$ cat config.mk
export PLATFORM = sky130hd
export DESIGN_NAME = regfile_wr_arbiter_flat
export DESIGN_NICKNAME = d
export VERILOG_FILES = /design/src/rtl/regfile_wr_arbiter_pkg.sv /design/src/rtl/regfile_wr_arbiter_if.sv /design/src/rtl/regfile_wr_arbiter_rr_arb2.sv /design/src/rtl/regfile_wr_arbiter.sv /design/src/flat_wrapper.sv
export SDC_FILE = /design/constraint.sdc
export NUM_CORES = 1
export LEC_CHECK = 0
export BUFFER_PORTS_ARGS = -buffer_cell sky130_fd_sc_hd__buf_2
export CAP_MARGIN = 25
export CORE_MARGIN = 2
export CORE_UTILIZATION = 32
export DETAILED_ROUTE_END_ITERATION = 12
export SLEW_MARGIN = 25
export SYNTH_ARGS = -nofsm -noshare
export SYNTH_HDL_FRONTEND = slang
export SYNTH_SLANG_ARGS = --single-unit
export TNS_END_PERCENT = 100
$ cat constraint.sdc
create_clock -name clk -period 1.9 [get_ports clk]
set_input_delay 0.285 -clock clk [delete_from_list [all_inputs] [get_ports clk]]
set_output_delay 0.285 -clock clk [all_outputs]
set_load 0.005 [all_outputs]
$ cat src/rtl/regfile_wr_arbiter_pkg.sv
// Shared types and constants for the register-file write-port arbiter.
// Optional counters are enabled with the WR_ARB_COUNT_EN macro.
package regfile_pkg;

  typedef logic [3:0]  reg_addr_t;
  typedef logic [31:0] word_t;

  // Register index owned by the program counter; never written via this port.
  localparam reg_addr_t PC_IDX = 4'd15;

  // Width of the optional per-requester acceptance counters.
  localparam int unsigned CNT_W = 16;

  // Records which requester was granted most recently.
  typedef enum logic {
    LAST0 = 1'b0,
    LAST1 = 1'b1
  } arb_state_t;

endpackage

$ cat src/rtl/regfile_wr_arbiter_if.sv
// Bundle of requester handshakes and the register-file write port.
// cnt0/cnt1 exist only when WR_ARB_COUNT_EN is defined.
interface regfile_wr_arbiter_if #(
  parameter int unsigned DW = 32,
  parameter int unsigned AW = 4
);

  logic          hold;

  logic          req0_valid;
  logic [AW-1:0] req0_addr;
  logic [DW-1:0] req0_data;
  logic          req0_ready;

  logic          req1_valid;
  logic [AW-1:0] req1_addr;
  logic [DW-1:0] req1_data;
  logic          req1_ready;

  logic          we3;
  logic [AW-1:0] wa3;
  logic [DW-1:0] wd3;
  logic          pc_wr_err;

`ifdef WR_ARB_COUNT_EN
  logic [15:0]   cnt0;
  logic [15:0]   cnt1;
`endif

  // Pipeline side: drives requests, observes grants and the write port.
  modport master (
    output hold,
    output req0_valid, req0_addr, req0_data,
    input  req0_ready,
    output req1_valid, req1_addr, req1_data,
    input  req1_ready,
`ifdef WR_ARB_COUNT_EN
    input  cnt0, cnt1,
`endif
    input  we3, wa3, wd3, pc_wr_err
  );

  // Arbiter side.
  modport slave (
    input  hold,
    input  req0_valid, req0_addr, req0_data,
    output req0_ready,
    input  req1_valid, req1_addr, req1_data,
    output req1_ready,
`ifdef WR_ARB_COUNT_EN
    output cnt0, cnt1,
`endif
    output we3, wa3, wd3, pc_wr_err
  );

endinterface

$ cat src/rtl/regfile_wr_arbiter_rr_arb2.sv
// Two-input round-robin grant generator: one-hot grant from the already
// qualified valids and the last-granted state.
module rr_arb2
  import regfile_pkg::*;
(
  input  logic [1:0] valid_i,
  input  arb_state_t last_i,
  output logic [1:0] grant_o
);

  // A lone requester wins; on contention the one not granted last wins.
  always_comb begin
    grant_o = '0;
    unique case (valid_i)
      2'b01:   grant_o = 2'b01;
      2'b10:   grant_o = 2'b10;
      2'b11:   grant_o = (last_i == LAST0) ? 2'b10 : 2'b01;
      default: grant_o = '0;
    endcase
  end

endmodule

$ cat src/rtl/regfile_wr_arbiter.sv
// Register-file write-port arbiter: round-robin between the ALU (req0) and
// load (req1) writeback paths, one registered write per cycle, with writes
// to the PC index dropped and flagged on pc_wr_err.
// Defining WR_ARB_COUNT_EN adds saturating accepted-write counters.
module regfile_wr_arbiter
  import regfile_pkg::*;
#(
  parameter int unsigned   DW     = 32,
  parameter int unsigned   AW     = 4,
  parameter logic [AW-1:0] PC_IDX = AW'(regfile_pkg::PC_IDX)
) (
  input  logic                 clk,
  input  logic                 rst,
  regfile_wr_arbiter_if.slave  bus
);

  arb_state_t    state_q, state_d;
  logic [1:0]    vld;
  logic [1:0]    grant;
  logic          acc;
  logic          pc_hit;
  logic [AW-1:0] sel_addr;
  logic [DW-1:0] sel_data;

  logic          we3_q, we3_d;
  logic [AW-1:0] wa3_q, wa3_d;
  logic [DW-1:0] wd3_q, wd3_d;
  logic          err_q, err_d;

  // Nothing is accepted during reset or a stall.
  assign vld = {bus.req1_valid, bus.req0_valid} & {2{rst & ~bus.hold}};

  rr_arb2 u_arb (
    .valid_i (vld),
    .last_i  (state_q),
    .grant_o (grant)
  );

  assign bus.req0_ready = grant[0];
  assign bus.req1_ready = grant[1];

  assign acc      = |grant;
  assign sel_addr = grant[1] ? bus.req1_addr : bus.req0_addr;
  assign sel_data = grant[1] ? bus.req1_data : bus.req0_data;
  assign pc_hit   = (sel_addr == PC_IDX);

  // Last-grant state register; reset favours req0 on the first contest.
  always_ff @(posedge clk or negedge rst) begin
    if (!rst) state_q <= LAST1;
    else      state_q <= state_d;
  end

  // Next state follows the grant; idle cycles keep the history.
  always_comb begin
    state_d = state_q;
    if (grant[0])      state_d = LAST0;
    else if (grant[1]) state_d = LAST1;
  end

  // Next write-port values; a PC-targeted request is consumed but not written.
  always_comb begin
    we3_d = 1'b0;
    err_d = 1'b0;
    wa3_d = wa3_q;
    wd3_d = wd3_q;
    if (acc) begin
      if (pc_hit) begin
        err_d = 1'b1;
      end else begin
        we3_d = 1'b1;
        wa3_d = sel_addr;
        wd3_d = sel_data;
      end
    end
  end

  // Write-port register; async reset discards any pending write.
  always_ff @(posedge clk or negedge rst) begin
    if (!rst) begin
      we3_q <= 1'b0;
      wa3_q <= '0;
      wd3_q <= '0;
      err_q <= 1'b0;
    end else begin
      we3_q <= we3_d;
      wa3_q <= wa3_d;
      wd3_q <= wd3_d;
      err_q <= err_d;
    end
  end

  assign bus.we3       = we3_q;
  assign bus.wa3       = wa3_q;
  assign bus.wd3       = wd3_q;
  assign bus.pc_wr_err = err_q;

`ifdef WR_ARB_COUNT_EN
  logic [CNT_W-1:0] cnt0_q, cnt0_d;
  logic [CNT_W-1:0] cnt1_q, cnt1_d;

  // Count accepted, non-rejected writes per requester, saturating at all-ones.
  always_comb begin
    cnt0_d = cnt0_q;
    cnt1_d = cnt1_q;
    if (acc && !pc_hit) begin
      if (grant[0] && (cnt0_q != '1)) cnt0_d = cnt0_q + 1'b1;
      if (grant[1] && (cnt1_q != '1)) cnt1_d = cnt1_q + 1'b1;
    end
  end

  // Counter registers, updated on the same edge as we3.
  always_ff @(posedge clk or negedge rst) begin
    if (!rst) begin
      cnt0_q <= '0;
      cnt1_q <= '0;
    end else begin
      cnt0_q <= cnt0_d;
      cnt1_q <= cnt1_d;
    end
  end

  assign bus.cnt0 = cnt0_q;
  assign bus.cnt1 = cnt1_q;
`endif

endmodule

$ cat src/flat_wrapper.sv
// flat-port wrapper written by rule: the top's interface ports become plain ports
module regfile_wr_arbiter_flat import regfile_pkg::*;
#(
  parameter int unsigned   DW     = 32,
  parameter int unsigned   AW     = 4,
  parameter logic [AW-1:0] PC_IDX = AW'(regfile_pkg::PC_IDX)
)
  (clk, rst, bus_hold, bus_req0_valid, bus_req0_addr, bus_req0_data, bus_req0_ready, bus_req1_valid, bus_req1_addr, bus_req1_data, bus_req1_ready, bus_we3, bus_wa3, bus_wd3, bus_pc_wr_err);
  regfile_wr_arbiter_if #(.DW(DW), .AW(AW)) bus_i ();
  input  logic clk;
  input  logic rst;
  input wire logic [$bits(bus_i.hold)-1:0] bus_hold;
  input wire logic [$bits(bus_i.req0_valid)-1:0] bus_req0_valid;
  input wire logic [$bits(bus_i.req0_addr)-1:0] bus_req0_addr;
  input wire logic [$bits(bus_i.req0_data)-1:0] bus_req0_data;
  output wire logic [$bits(bus_i.req0_ready)-1:0] bus_req0_ready;
  input wire logic [$bits(bus_i.req1_valid)-1:0] bus_req1_valid;
  input wire logic [$bits(bus_i.req1_addr)-1:0] bus_req1_addr;
  input wire logic [$bits(bus_i.req1_data)-1:0] bus_req1_data;
  output wire logic [$bits(bus_i.req1_ready)-1:0] bus_req1_ready;
  output wire logic [$bits(bus_i.we3)-1:0] bus_we3;
  output wire logic [$bits(bus_i.wa3)-1:0] bus_wa3;
  output wire logic [$bits(bus_i.wd3)-1:0] bus_wd3;
  output wire logic [$bits(bus_i.pc_wr_err)-1:0] bus_pc_wr_err;
  assign bus_i.hold = bus_hold;
  assign bus_i.req0_valid = bus_req0_valid;
  assign bus_i.req0_addr = bus_req0_addr;
  assign bus_i.req0_data = bus_req0_data;
  assign bus_req0_ready = bus_i.req0_ready;
  assign bus_i.req1_valid = bus_req1_valid;
  assign bus_i.req1_addr = bus_req1_addr;
  assign bus_i.req1_data = bus_req1_data;
  assign bus_req1_ready = bus_i.req1_ready;
  assign bus_we3 = bus_i.we3;
  assign bus_wa3 = bus_i.wa3;
  assign bus_wd3 = bus_i.wd3;
  assign bus_pc_wr_err = bus_i.pc_wr_err;
  regfile_wr_arbiter #(.DW(DW), .AW(AW), .PC_IDX(PC_IDX)) u_core (.clk(clk), .rst(rst), .bus(bus_i));
endmodule
* After elaboration in Yosys (flattened, before gate mapping)
Index checks and enable logic that the tools add are counted.
Widths: inputs -> output; s select.
** Word-level totals
- Bits of input ports :: 77
- Output and inout port bits :: 40
- Word-level logic and storage cells :: 26
- Register bits after elaboration :: 39
** Cells by class
- Reduce and logical (&&, ||, !) cells :: 3
- Bitwise operators :: 4
- Mux-type cells :: 10
- Equality and inequality tests :: 4
** Operator list (count)
- $mux 32 :: 1
- $mux 1 :: 6
- $pmux 2 s3 :: 1
- $eq 2x2->1 const B :: 2
- $eq 4x4->1 const B :: 1
- $mux 4 :: 1
- $and 2x2->2 :: 1
- $eq 2x1->1 const B :: 1
- $mux 2 :: 1
- $not 1->1 :: 2
- $reduce_and 2->1 :: 1
- $reduce_bool 2->1 :: 1
- $reduce_or 2->1 :: 1
- $and 1x1->1 :: 1

* Depth between registers and ports, before layout
- Depth in word-level cells :: 9
- Mapped depth :: 6
- Depth with buffers taken out :: 4

* By module
A second synthesis with hierarchy kept.
** Second synthesis, totals
- Cell total of the unflattened synthesis :: 141
- Area, all modules :: 1949.4 um^2
** Modules (own cells, without submodules)
- regfile_wr_arbiter :: instances 1, area an instance 1930.6 um^2, seq. area each 977.2 um^2, cells an instance 138
- rr_arb2 :: instances 1, area an instance 18.8 um^2, seq. area each 0.0 um^2, cells an instance 3

* Worst setup path after synthesis
Ideal clock, no wire load.
- Path kind :: register -> register
- From :: reg u_core.state_q
- To :: reg u_core.wd3_q[20], in the netlist u_core.bus.wd3[20]
- Data required time :: 1775 ps
- Clock period less this slack :: 1756 ps
- Path slack :: 144 ps
- Buffers on the path :: 1
- Stages on the path, launching flop included :: 6
- Data arrival time :: 1630 ps
- Library setup time :: 125 ps
- Path through :: dfstp_2 > nand2_1 > nand3_2 > clkbuf_1 > mux2_2 > mux2_4
** Between the ends
- Longest elaborated chain between the ends :: 6
- Elaborated cells between the ends (all ways) :: 8
- Those cells by class :: 1 x eq/ne; 4 x mux; 1 x bitwise; 2 x reduce/logical
** Ends and longest elaborated chain
- start: declaration :: line regfile_wr_arbiter.sv:17 : arb_state_t state_q, state_d;
- start signal: assignment :: line regfile_wr_arbiter.sv:50 : else state_q <= state_d;
- $mux 2 * :: line regfile_wr_arbiter_rr_arb2.sv:17 : 2'b11: grant_o = (last_i == LAST0) ? 2'b10 : 2'b01;
- $pmux 2 s3 * :: line regfile_wr_arbiter_rr_arb2.sv:14 : unique case (valid_i)
- $mux 4 :: line regfile_wr_arbiter.sv:43 : assign sel_addr = grant[1] ? bus.req1_addr : bus.req0_addr;
- $eq 4x4->1 :: line regfile_wr_arbiter.sv:45 : assign pc_hit = (sel_addr == PC_IDX);
- $not 1->1 (no source line)
- $reduce_and 2->1 (no source line)
- end signal: assignment :: line regfile_wr_arbiter.sv:87 : wd3_q <= wd3_d;
- end: declaration :: line regfile_wr_arbiter.sv:27 : logic [DW-1:0] wd3_q, wd3_d;
Mark *: on every way between the ends. The rest lies on a longest branch, timed or not.
A chain may end at the register's enable or synchronous reset.

* Final worst setup path
- From :: reg u_core.state_q
- To :: reg u_core.wd3_q[5], in the netlist u_core.bus.wd3[5]
The elaborated chain is that of the path after synthesis.

==> results.ini <==
[floorplanning]
initial_utilization_pct=33.24
boundaryPins=117
core_mm2=0.006350
dieArea_mm2=0.007262
die_y_um=85.22
die_w_um=85.22
row_count=29

[run]
drv_cap=0

[yosys]
yosysTopAreaCellShare_pct=45.05
ys_types=20
synthCells=135
synth_seq_cells=39
synth.cell_area_mm2=0.002111
yosysSeqAreaShare_pct=46.30
yosys-top-cells-area=dfrtp_1 45%, mux2_4 28%, mux2_2 9.1%
syn-num-nets=212
yosys_warnings=0
synth_top_area_cell=dfrtp_1
syn_avg_cell_area_um2=15.64

[grt]
grt-busiest-layer=met2
grt_pass1_vias=1504
grt_pass1_wl_um=7224
antenna_found_initial=0
grt_overflow=0
grt.met3_usage_pct=3.696
grtUsageTotal_pct=12.42
grtUsageMet2_pct=19.89
grt_util_met1_pct=16.54
grt_max_degree=40

[worst_setup_path]
r2r_cells=5
start_kind=register
cp_data_arrival_time_ns=1.89
cp_max_fo=14
crit_path_end_kind=register
crit_type=reg2reg
rr_startpoint=u_core.state_q$_DFFE_PN1P_
reg2reg_slack_ns=0.18
regToRegEndpoint=u_core.bus.wd3[5]$_DFFE_PN0P_
worstPathRequired_ns=2.07

[run_status]
outcome=completed

[routing]
ant_nets=0
viasPerCell=4.470
vias=1493
drc=0
drtPass1Iterations=3
wl_per_cell_um=13.60
drt_iter0_drc=56
routed_wl_um=4543

[sta]
fin_skew_ns=0.003275
setup_tns_ns=0
hold_viol=0
tightestPinTransition_ns=0.5022
slew_headroom_pct=66.52
clock.fmax_mhz=580.9
fin_crit_sh_pct=90.60
slew_violations=0
finalCriticalPeriod_ns=1.721
whs_ns=0.06814
finalSetupViolCount=0
rsz0062_at_grt=false

[power]
finalPower_w=0.002586
internal_power_w=0.001935
seq_power_share_pct=43.6
pwr-share-comb_pct=28.7
switchingPower_w=0.0006514
leakagePower_nw=1.548
p_per_area_mw_per_mm2=890.2
ir_drop_mv=0.3174
clkPwrFrac_pct=27.6
p_sw_share_pct=25.19

[clock_network]
clkLatencyLatePin_ns=0.28
cts_setup_buffers=0
cts_resized=0
clock_path_buffers=2
cts_buffers=5
cts_max_level=2
clockRootBuffer=clkbuf_8
cts_hold_buf=0
clk_pin_slew_worst_paths_ns=0.08
cts_tree=done
clock-sinks=39

[final_layout]
antenna_cells=0
syn_to_final_growth_pct=37.64
fin_nets=333
fin_util_pct=45.75
fin_cells=334
drive_gt1_share_pct=73.93

[place]
gp_congestion=0.7167
portBuffers=116
dpl.cell_count=326
hpwl_um=3440

[hold_path]
hp-class=in2async

-- power groups by stage --
stage	clock, W	sequential (W)	combinational [W]
finish	0.000715	0.00113	0.000743
detailed placement	0	0.00114	0.000763
floorplan	0	0.00115	0.000399
global route	0.000776	0.00116	0.000808
global placement	0	0.00114	0.000744
CTS	0.000744	0.00113	0.000761
-- critical path: stages (launching register included) --
cell and delay [ns]:
dfstp_2 0.56, nand2_1 0.07, and4_1 0.19, a31o_2 0.24, buf_4 0.22, mux2_4 0.32
-- synthesized netlist by cell type --
| cell | number |
|---|---|
| mux2i_1 | 5 |
| a31oi_1 | 1 |
| a21oi_1 | 2 |
| inv_1 | 2 |
| nor2b_4 | 1 |
| a31o_1 | 1 |
| nand3_2 | 1 |
| dfrtp_1 | 38 |
| o21a_1 | 1 |
| mux2_1 | 8 |
| dfstp_2 | 1 |
| mux2_2 | 17 |
| nand2_1 | 2 |
| and2_1 | 1 |
| and4_1 | 1 |
| nand4_1 | 2 |
| buf_6 | 7 |
| mux2_4 | 39 |
| a2bb2oi_1 | 4 |
| clkbuf_1 | 1 |
-- worst max-delay path by stage --
| stage | start | endpoint | slack [ns] | cells past startpoint |
|---|---|---|---|---|
| global route | u_core.state_q$_DFFE_PN1P_ | u_core.bus.wd3[24]$_DFFE_PN0P_ | 0.11 | 5 |
| finish | u_core.state_q$_DFFE_PN1P_ | u_core.bus.wd3[5]$_DFFE_PN0P_ | 0.18 | 5 |
| floorplan | u_core.state_q$_DFFE_PN1P_ | u_core.bus.wd3[20]$_DFFE_PN0P_ | 0.14 | 5 |
| global placement | u_core.state_q$_DFFE_PN1P_ | u_core.bus.wd3[31]$_DFFE_PN0P_ | 0.22 | 5 |
| detailed placement | u_core.state_q$_DFFE_PN1P_ | u_core.bus.wd3[5]$_DFFE_PN0P_ | 0.17 | 5 |
| CTS | u_core.state_q$_DFFE_PN1P_ | u_core.bus.wd3[5]$_DFFE_PN0P_ | 0.16 | 5 |
-- registers in the layout, indices dropped and copies added, names as in the netlist --
signal and cells:
u_core.bus.wd3 32, u_core.bus.wa3 4, u_core.bus.pc_wr_err 1, u_core.bus.we3 1
u_core.state_q 1
-- final cells by class --
class / count / area (µm²)
fill: 594 / 3445
multi-input combinational: 86 / 1044
sequential: 39 / 977.2
timing repair buffer: 122 / 663.1
tap: 77 / 96.34
clock buffer: 6 / 82.58
clock inverter: 2 / 35.03
inverter: 2 / 7.507
-- layer usage --
layer  share of wire [%]  up-vias  wire length [µm]
met4                0.33        0                15
li1                    -      734                 -
met1                  45      674              2061
met2                  45       83              2033
met5                   0        -                 0
met3                 9.5        2               432
-- placed cells by master, fill, tap and decap left out --
cell	netlist	layout
and2_1	1	1
nand4_1	2	2
buf_4	0	3
buf_2	0	116
nand3_2	1	1
mux2_2	17	17
a21oi_1	2	2
buf_12	0	3
o21a_1	1	1
nand2_1	2	2
a31o_2	0	1
nor2b_4	1	1
mux2_4	39	39
clkinv_2	0	1
a31oi_1	1	1
inv_1	2	2
mux2_1	8	8
and4_1	1	1
dfrtp_1	38	38
clkbuf_8	0	6
a2bb2oi_1	4	4
mux2i_1	5	5
dfstp_2	1	1
bufinv_16	0	1
-- metrics by stage --
step / area [µm²] / setup WS [ns]
2_1_floorplan: 2111 / 0.1444
3_3_place_gp: 2788 / 0.2239
3_5_place_dp: 2788 / 0.1746
4_1_cts: 2905 / 0.1649
5_1_grt: 2905 / 0.1124
6_report: 2905 / 0.1786
-- kinds of logic after synthesis --
| logic type | count (synthesis) | share of synthesized area (%) |
|---|---|---|
| compound gates | 9 | 3.201 |
| buf+inv | 10 | 4.268 |
| flops | 39 | 46.30 |
| mux | 69 | 43.45 |
| simple gates | 8 | 2.786 |
(Power assumes the default switching activity.)
